==> src/rtl/ps2_key_tracker.sv <==
// ps2_key_tracker
//   Turns a stream of PS/2 set-2 scan bytes into per-key held state for a small
//   table of keys. It also produces a frame-rate "move" code naming the
//   lowest-indexed held key.
//
// Ports
//   CLOCK_50        in   system clock, all logic on the rising edge
//   resetn          in   synchronous active-low reset
//   scan_done_tick  in   one-cycle strobe, scan_code carries a new byte
//   scan_code[7:0]  in   received PS/2 byte
//   frame_tick      in   one-cycle strobe at frame rate
//   key_held        out  current held state per tracked key
//   key_pressed     out  one-cycle pulse on a released-to-held transition
//   move            out  frame-latched code: lowest held index + 1, or 0
//   move_valid      out  one-cycle pulse while a freshly loaded move is visible
module ps2_key_tracker #(
    parameter int                    NUM_KEYS    = 5,
    parameter logic [NUM_KEYS*9-1:0] KEY_CODES   = {9'h029, 9'h023, 9'h01B, 9'h01C, 9'h01D},
    parameter int                    MOVE_W      = 3,
    parameter int                    TIMEOUT_CYC = 1000000
) (
    input  logic                CLOCK_50,
    input  logic                resetn,
    input  logic                scan_done_tick,
    input  logic [7:0]          scan_code,
    input  logic                frame_tick,
    output logic [NUM_KEYS-1:0] key_held,
    output logic [NUM_KEYS-1:0] key_pressed,
    output logic [MOVE_W-1:0]   move,
    output logic                move_valid
);

    localparam int CNT_W = (TIMEOUT_CYC > 1) ? $clog2(TIMEOUT_CYC) : 1;
    localparam logic [CNT_W-1:0] CNT_MAX = CNT_W'(TIMEOUT_CYC - 1);

    typedef enum logic [1:0] {
        IDLE    = 2'd0,
        EXT     = 2'd1,
        BRK     = 2'd2,
        EXT_BRK = 2'd3
    } state_t;

    state_t             state;
    state_t             state_next;
    logic [CNT_W-1:0]   tmo_cnt;
    logic               ev_vld;
    logic               ev_ext;
    logic               ev_brk;
    logic [NUM_KEYS-1:0] held_next;
    logic [MOVE_W-1:0]  move_calc;

    // Keyboard self-test / ack / resend / echo / error bytes never start a key event.
    function automatic logic is_filler(input logic [7:0] b);
        return (b == 8'hAA) || (b == 8'hFA) || (b == 8'hFE) ||
               (b == 8'hEE) || (b == 8'h00);
    endfunction

    always_ff @(posedge CLOCK_50) begin
        if (!resetn) begin
            state <= IDLE;
        end else begin
            state <= state_next;
        end
    end

    // Prefix decoder: E0 always restarts an extended sequence, a repeated F0
    // after a break prefix is harmless, any other byte terminates the sequence.
    always_comb begin
        state_next = state;
        ev_vld     = 1'b0;
        ev_ext     = 1'b0;
        ev_brk     = 1'b0;
        if (scan_done_tick) begin
            if (scan_code == 8'hE0) begin
                state_next = EXT;
            end else if (scan_code == 8'hF0) begin
                case (state)
                    IDLE:    state_next = BRK;
                    EXT:     state_next = EXT_BRK;
                    default: state_next = state;
                endcase
            end else begin
                state_next = IDLE;
                ev_ext     = (state == EXT) || (state == EXT_BRK);
                ev_brk     = (state == BRK) || (state == EXT_BRK);
                ev_vld     = !((state == IDLE) && is_filler(scan_code));
            end
        end else if ((state != IDLE) && (tmo_cnt == CNT_MAX)) begin
            // A prefix that never got its final byte is abandoned silently.
            state_next = IDLE;
        end
    end

    always_comb begin
        held_next = key_held;
        for (int i = 0; i < NUM_KEYS; i++) begin
            if (ev_vld && (KEY_CODES[i*9 +: 9] == {ev_ext, scan_code})) begin
                held_next[i] = !ev_brk;
            end
        end
    end

    // Scanning downward lets the lowest held index win.
    always_comb begin
        move_calc = '0;
        for (int i = NUM_KEYS - 1; i >= 0; i--) begin
            if (key_held[i]) begin
                move_calc = MOVE_W'(i + 1);
            end
        end
    end

    always_ff @(posedge CLOCK_50) begin
        if (!resetn) begin
            tmo_cnt     <= '0;
            key_held    <= '0;
            key_pressed <= '0;
            move        <= '0;
            move_valid  <= 1'b0;
        end else begin
            if (scan_done_tick) begin
                tmo_cnt <= '0;
            end else if ((state != IDLE) && (tmo_cnt != CNT_MAX)) begin
                tmo_cnt <= tmo_cnt + CNT_W'(1);
            end
            key_held    <= held_next;
            key_pressed <= held_next & ~key_held;
            // move_calc reads the registered key_held, so a coincident key
            // update is seen only on the next frame.
            if (frame_tick) begin
                move <= move_calc;
            end
            move_valid <= frame_tick;
        end
    end

endmodule

==> config.mk <==
export PLATFORM = sky130hd
export DESIGN_NAME = ps2_key_tracker
export DESIGN_NICKNAME = d
export VERILOG_FILES = /design/src/rtl/ps2_key_tracker.sv
export SDC_FILE = /design/constraint.sdc
export NUM_CORES = 1
export LEC_CHECK = 0
export CAP_MARGIN = 0
export CORE_MARGIN = 5
export CORE_UTILIZATION = 57
export CTS_CLUSTER_SIZE = 10
export DETAILED_ROUTE_END_ITERATION = 16
export HOLD_SLACK_MARGIN = 0.1
export PLACE_DENSITY = 0.83
export SLEW_MARGIN = 15
export SYNTH_ARGS = -nofsm -noshare
export SYNTH_HDL_FRONTEND = slang
export SYNTH_SLANG_ARGS = --single-unit
==> constraint.sdc <==
create_clock -name CLOCK_50 -period 5.8 [get_ports CLOCK_50]
set_input_delay 1.74 -clock CLOCK_50 [delete_from_list [all_inputs] [get_ports CLOCK_50]]
set_output_delay 1.74 -clock CLOCK_50 [all_outputs]
set_load 0.01 [all_outputs]
==> results of run 1 <==
## per-layer routing
| metal | up-vias | wire length [um] | global-route usage [%] |
|---|---|---|---|
| li1 | 819 | - | - |
| met1 | 730 | 1840 | 25.7 |
| met5 | - | 0 | 0 |
| met3 | 6 | 197 | 4.44 |
| met4 | 0 | 50 | 9.33 |
| met2 | 42 | 1740 | 31.1 |
## cell type report
cell class	count	area share [%]
Clock buffer	6	1.96
Inverter	8	1.43
Clock inverter	2	1.66
Timing Repair Buffer	25	11.9
Multi-Input combinational cell	161	46.9
Tap cell	33	1.96
Sequential cell	36	34.2
## critical path: stages
cell	delay, ps
clkdlybuf4s50_1	460
or4_1	580
o21ai_1	410
or4_1	210
mux2i_1	170
and2_1	130
## worst min path at each step
| stage | start | to | slack, ps | cells past startpoint |
|---|---|---|---|---|
| final | key_held[2]$_SDFF_PN0_ | key_pressed[2]$_SDFF_PN0_ | 490 | 1 |
| after CTS | key_held[2]$_SDFF_PN0_ | key_pressed[2]$_SDFF_PN0_ | 500 | 1 |
| after floorplan | tmo_cnt[1]$_SDFFE_PP0P_ | tmo_cnt[1]$_SDFFE_PP0P_ | 450 | 2 |
| after global placement | tmo_cnt[1]$_SDFFE_PP0P_ | tmo_cnt[1]$_SDFFE_PP0P_ | 460 | 2 |
| after detailed placement | tmo_cnt[15]$_SDFFE_PP0P_ | tmo_cnt[15]$_SDFFE_PP0P_ | 480 | 2 |
| after global routing | key_held[2]$_SDFF_PN0_ | key_pressed[2]$_SDFF_PN0_ | 510 | 1 |
## kinds of logic (layout without fill, tap and decap cells)
kind of cell	after synthesis	count (layout)
compound gates	39	39
fa+ha+maj	1	1
xor+xnor	10	10
buf+inv	12	41
simple gates	105	105
mux	6	6
flops	36	36
## per-stage QoR
stage               setup WS, ps  instance area (um^2)  instances  hold slack [ps]
floorplan                   2690                  1750        209              448
global placement            2090                  2030        263              461
detailed placement          2070                  2030        263              475
CTS                         2430                  2110        271              495
global route                2260                  2110        271              512
finish                      2410                  2110        271              492
## power breakdown
| part | internal (W) | switching [W] | leakage (nW) | total [W] |
|---|---|---|---|---|
| sequential | 0.000248 | 0.000000430 | 0.290 | 0.000248 |
| clock | 0.0000903 | 0.0000865 | 0.0422 | 0.000177 |
| combinational | 0.0000123 | 0.0000145 | 0.363 | 0.0000268 |
| total | 0.000351 | 0.000101 | 0.695 | 0.000452 |
## sequential cells by signal, indices dropped and copies added (netlist names)
signal and flops:
tmo_cnt 20, key_held 5, key_pressed 5, move 3, state 2, move_valid 1
## cell usage in the layout (no fill, tap or decap), types with 8 or more instances in the layout
cell,synthesis,layout
clkdlybuf4s50_1,0,25
nand2_1,19,19
nand3_1,8,8
inv_1,8,8
dfxtp_1,36,36
a21oi_1,13,13
nor2_1,22,22
==> impl_metrics.json, run 1 <==
{
  "status": "completed",
  "via_per_inst": 5.89,
  "cts_buffers": 5,
  "hold_viol": 0,
  "yosys-mux-area-fraction_pct": 3.42,
  "drv_slew": 0,
  "ir_drop_uv": 148,
  "cts_setup_buffers": 0,
  "grt_pass1_wl_um": 6620,
  "fin_skew_ps": 10.4,
  "port_buffers": 25,
  "finalPower_w": 0.000452,
  "grt-ovfl-total": 0,
  "nFillCells": 245,
  "ys_ff_latch": 36,
  "crit_fanout": 8,
  "path_class": "in2reg",
  "postRouteWirelength_um": 3820,
  "nets": 250,
  "synth-compound-area-share_pct": 14.3,
  "yosys.cell_count.top_type": "dfxtp_1",
  "ff2ff_path_depth": 5,
  "layout.area.seq_um2": 721,
  "synth_top_area_share_pct": 41.1,
  "htreeDepth": 2,
  "endpoint": "key_held[2]$_SDFF_PN0_",
  "required_ps": 6100,
  "core_area_um2": 3000,
  "drc_errors": 0,
  "die_area_um2": 4290,
  "yosys_warnings": 0,
  "timing.rr.start": "tmo_cnt[6]$_SDFFE_PP0P_",
  "synth_area_um2": 1750,
  "area_delta_synth_final_pct": 20.1,
  "hpwlAfterDp_um": 2770,
  "place_congestion": 0.869,
  "antenna_cells": 0,
  "setup_violations": 0,
  "async_reset_ff_share_pct": 0,
  "synth_ff_type": "dfxtp_1",
  "grt_pass1_vias": 1473,
  "synth_nets": 222,
  "drv_cap": 0,
  "first_pass_iters": 4,
  "p_per_area_nw_per_um2": 215,
  "die_x_um": 65.5,
  "synth-xor-area-share_pct": 4.99,
  "yosysUniqueCellTypes": 41,
  "synth.area.top_cells": "dfxtp_1, nor2_1, nand2_1",
  "p_leak_nw": 0.695,
  "drive_gt1_share_pct": 5.04,
  "multi_input_area_um2": 988,
  "synth_fa_ha_area_share_pct": 0.713,
  "grt_antenna_before_repair": 0,
  "startpoint_type": "primary input",
  "grt_max_degree": 18,
  "synth_top_area_cell": "dfxtp_1",
  "ys_seq_area_share_pct": 41.1,
  "clock_path_buffers": 2,
  "max_slew_margin_pct": 60.4,
  "hold_class": "reg2reg",
  "rows": 20,
  "drt_iter0_drc": 109,
  "worst_slew_pin_slew_ps": 593,
  "r2r_slack_ps": 3670,
  "synth.avg_cell_area_um2": 8.39,
  "antenna_left": 0,
  "cts_sinks": 36,
  "synth_simple_gate_area_share_pct": 32.9,
  "ys_top_cells_by_count": "dfxtp_1, nor2_1, nand2_1, a21oi_1",
  "start_util_pct": 58.4,
  "cts.reportedPaths.clkPinSlew_ps": 100,
  "cp.arrival_ps": 3690,
  "final_util_pct": 70.2,
  "layout_min_cycle_time_ps": 3390,
  "rr_endpoint": "tmo_cnt[5]$_SDFFE_PP0P_",
  "fin_crit_sh_pct": 58.4,
  "crit_start": "scan_code[1]",
  "fp.dieH_um": 65.5,
  "clock_latency_ps": 360,
  "cts_hold_buf": 0,
  "synth_edf_count": 0,
  "fmax_mhz": 295,
  "via_count": 1597,
  "root_buffer": "clkbuf_4",
  "synth_top_family_by_area": "simple AND/OR/NAND/NOR gates",
  "track_usage_pct": 19.8,
  "synthCells": 209,
  "rsz0062_at_grt": "no",
  "wl_per_cell_um": 14.1,
  "num_io_pins": 26,
  "setup.worst_path.end_class": "flop",
  "cts_tree": "yes",
  "cts_resized": 0,
  "fin_tns_setup_ps": 0
}
(Power assumes the default switching activity.)
==> inputs of run 2 (changes only) <==
--- a/config.mk
+++ b/config.mk
@@ -7,11 +7,11 @@
 export LEC_CHECK = 0
 export CAP_MARGIN = 0
 export CORE_MARGIN = 5
-export CORE_UTILIZATION = 57
+export CORE_UTILIZATION = 53
 export CTS_CLUSTER_SIZE = 10
 export DETAILED_ROUTE_END_ITERATION = 16
 export HOLD_SLACK_MARGIN = 0.1
-export PLACE_DENSITY = 0.83
+export PLACE_DENSITY = 0.78
 export SLEW_MARGIN = 15
 export SYNTH_ARGS = -nofsm -noshare
 export SYNTH_HDL_FRONTEND = slang
==> constraint.sdc (replaced) <==
create_clock -name CLOCK_50 -period 3.2 [get_ports CLOCK_50]
set_input_delay 0.96 -clock CLOCK_50 [delete_from_list [all_inputs] [get_ports CLOCK_50]]
set_output_delay 0.96 -clock CLOCK_50 [all_outputs]
set_load 0.01 [all_outputs]
==> run 2 against run 1 <==
Against the previous run:
- first-iteration DRC count increased by 15%
- highest routed layer unchanged
- largest cell class unchanged
- critical endpoint unchanged
- register-to-register slack got worse by 2600 ps
- worst setup slack got worse by 1800 ps
==> impl_metrics.json, run 2 (synthesis gave the netlist of run 1 again) <==
{
  "setup_violations": 0,
  "cp.arrival_ps": 2910,
  "cts_hold_buf": 0,
  "cpPeakStageDelay_ps": 570,
  "nets": 252,
  "fin_crit_sh_pct": 81.9,
  "fmax_mhz": 381,
  "path_class": "in2reg",
  "cts_setup_buffers": 0,
  "crit_slowest_cell": "or4_1",
  "cts_buffers": 5,
  "drc_errors": 0,
  "via_count": 1629,
  "required_ps": 3490,
  "crit_fanout": 8,
  "rsz0062_at_grt": "no",
  "path_common_cell": "or4_1",
  "fp.dieH_um": 67.5,
  "clock_path_buffers": 2,
  "core_area_um2": 3100,
  "path_buf_inv": 1,
  "port_buffers": 25,
  "drv_cap": 0,
  "clock_latency_ps": 340,
  "layout_min_cycle_time_ps": 2620,
  "fin_skew_ps": 10.5,
  "hold_class": "reg2reg",
  "layout_common_cells": "dfxtp_1, clkdlybuf4s50_1, nor2_1",
  "via_per_inst": 5.74,
  "grt_pass1_wl_um": 6890,
  "place_congestion": 1.05,
  "crit_start": "scan_code[0]",
  "cts_sinks": 36,
  "grt_antenna_before_repair": 0,
  "largest_register": "tmo_cnt",
  "p_leak_nw": 0.714,
  "cts_tree": "yes",
  "hold_viol": 0,
  "worst_slew_pin_slew_ps": 666,
  "path_cells": "clkdlybuf4s50_1, or4_1, o21ai_1, or4_1, mux2i_1, and2_1",
  "startpoint_type": "primary input",
  "wl_per_cell_um": 14.2,
  "antenna_cells": 0,
  "layout.area.seq_um2": 721,
  "postRouteWirelength_um": 4040,
  "hpwlAfterDp_um": 3070,
  "p_per_area_nw_per_um2": 399,
  "num_io_pins": 26,
  "setup.worst_path.end_class": "flop",
  "final_common_cell": "dfxtp_1",
  "largest_reg_flops": 20,
  "root_buffer": "clkbuf_4",
  "track_usage_pct": 20.2,
  "rows": 20,
  "reg_top3": "tmo_cnt: 20 flops, key_held: 5 flops, key_pressed: 5 flops",
  "pre_cts_ws_ps": 245,
  "grt_max_degree": 14,
  "first_pass_iters": 5,
  "drive_gt1_share_pct": 6.25,
  "status": "completed",
  "nFillCells": 274,
  "die_area_um2": 4560,
  "setup_slack_ps": 578,
  "max_slew_margin_pct": 55.5,
  "ir_drop_uv": 263,
  "cts.reportedPaths.clkPinSlew_ps": 120,
  "holdWs_ps": 482,
  "multi_input_area_um2": 988,
  "drv_slew": 0,
  "die_x_um": 67.5,
  "cts_resized": 0,
  "area_delta_synth_final_pct": 22.8,
  "drt_iter0_drc": 125,
  "grt-ovfl-total": 0,
  "start_util_pct": 56.5,
  "grt_pass1_vias": 1601,
  "antenna_left": 0,
  "cpLargestDelayFamily": "simple AND/OR/NAND/NOR gates",
  "final_util_pct": 69.4,
  "hp-start": "key_held[2]$_SDFF_PN0_",
  "timing.rr.start": "tmo_cnt[6]$_SDFFE_PP0P_",
  "fin_tns_setup_ps": 0,
  "htreeDepth": 2
}
-- run 2: cell types whose count changed in the layout (fill, tap and decap cells not counted) --
cell      before  now
clkbuf_1       1    0
buf_4          0    2
clkinv_2       1    0
clkbuf_8       0    2
-- run 2: routing by layer --
metal | track usage [%] | vias up | share of wire [%]
met5 | 0 | - | 0
met4 | 8.61 | 0 | 1.3
met1 | 22.9 | 756 | 45
met2 | 35.1 | 48 | 50
met3 | 5.66 | 5 | 4.3
li1 | - | 820 | -
-- run 2: final timing paths --
path                          endpoint  cells past startpoint  slack [ps]
max             key_held[2]$_SDFF_PN0_                      6         580
min          key_pressed[2]$_SDFF_PN0_                      1         480
max reg2reg   tmo_cnt[19]$_SDFFE_PP0P_                      5        1070
min reg2reg  key_pressed[2]$_SDFF_PN0_                      1         480
-- run 2: where the power goes --
part	switching (W)	total [W]	internal, W
clock	0.000151	0.000359	0.000207
sequential	0.000000792	0.000450	0.000449
combinational	0.0000265	0.0000503	0.0000238
total	0.000179	0.000859	0.000681
-- run 2: through the flow --
stage	instances	area [um^2]	power [W]
after global placement	276	2060	0.000509
after floorplan	209	1750	0.000481
after global routing	284	2150	0.000897
after CTS	284	2150	0.000867
after detailed placement	276	2060	0.000510
final	284	2150	0.000859
-- run 2: worst register-to-register path, cell delays in order, from the launching register on --
cell,delay (ps)
dfxtp_1,380
or4_4,560
or4_4,570
o21ai_4,280
or4_1,160
a21oi_1,60
-- run 2: cell type report --
cell class / instances / share of cell area, %
sequential: 36 / 33.4
timing repair buffer: 27 / 12.3
inverter: 8 / 1.39
clock inverter: 1 / 1.39
tap: 44 / 2.56
clock buffer: 7 / 3.02
multi-input combinational: 161 / 45.9
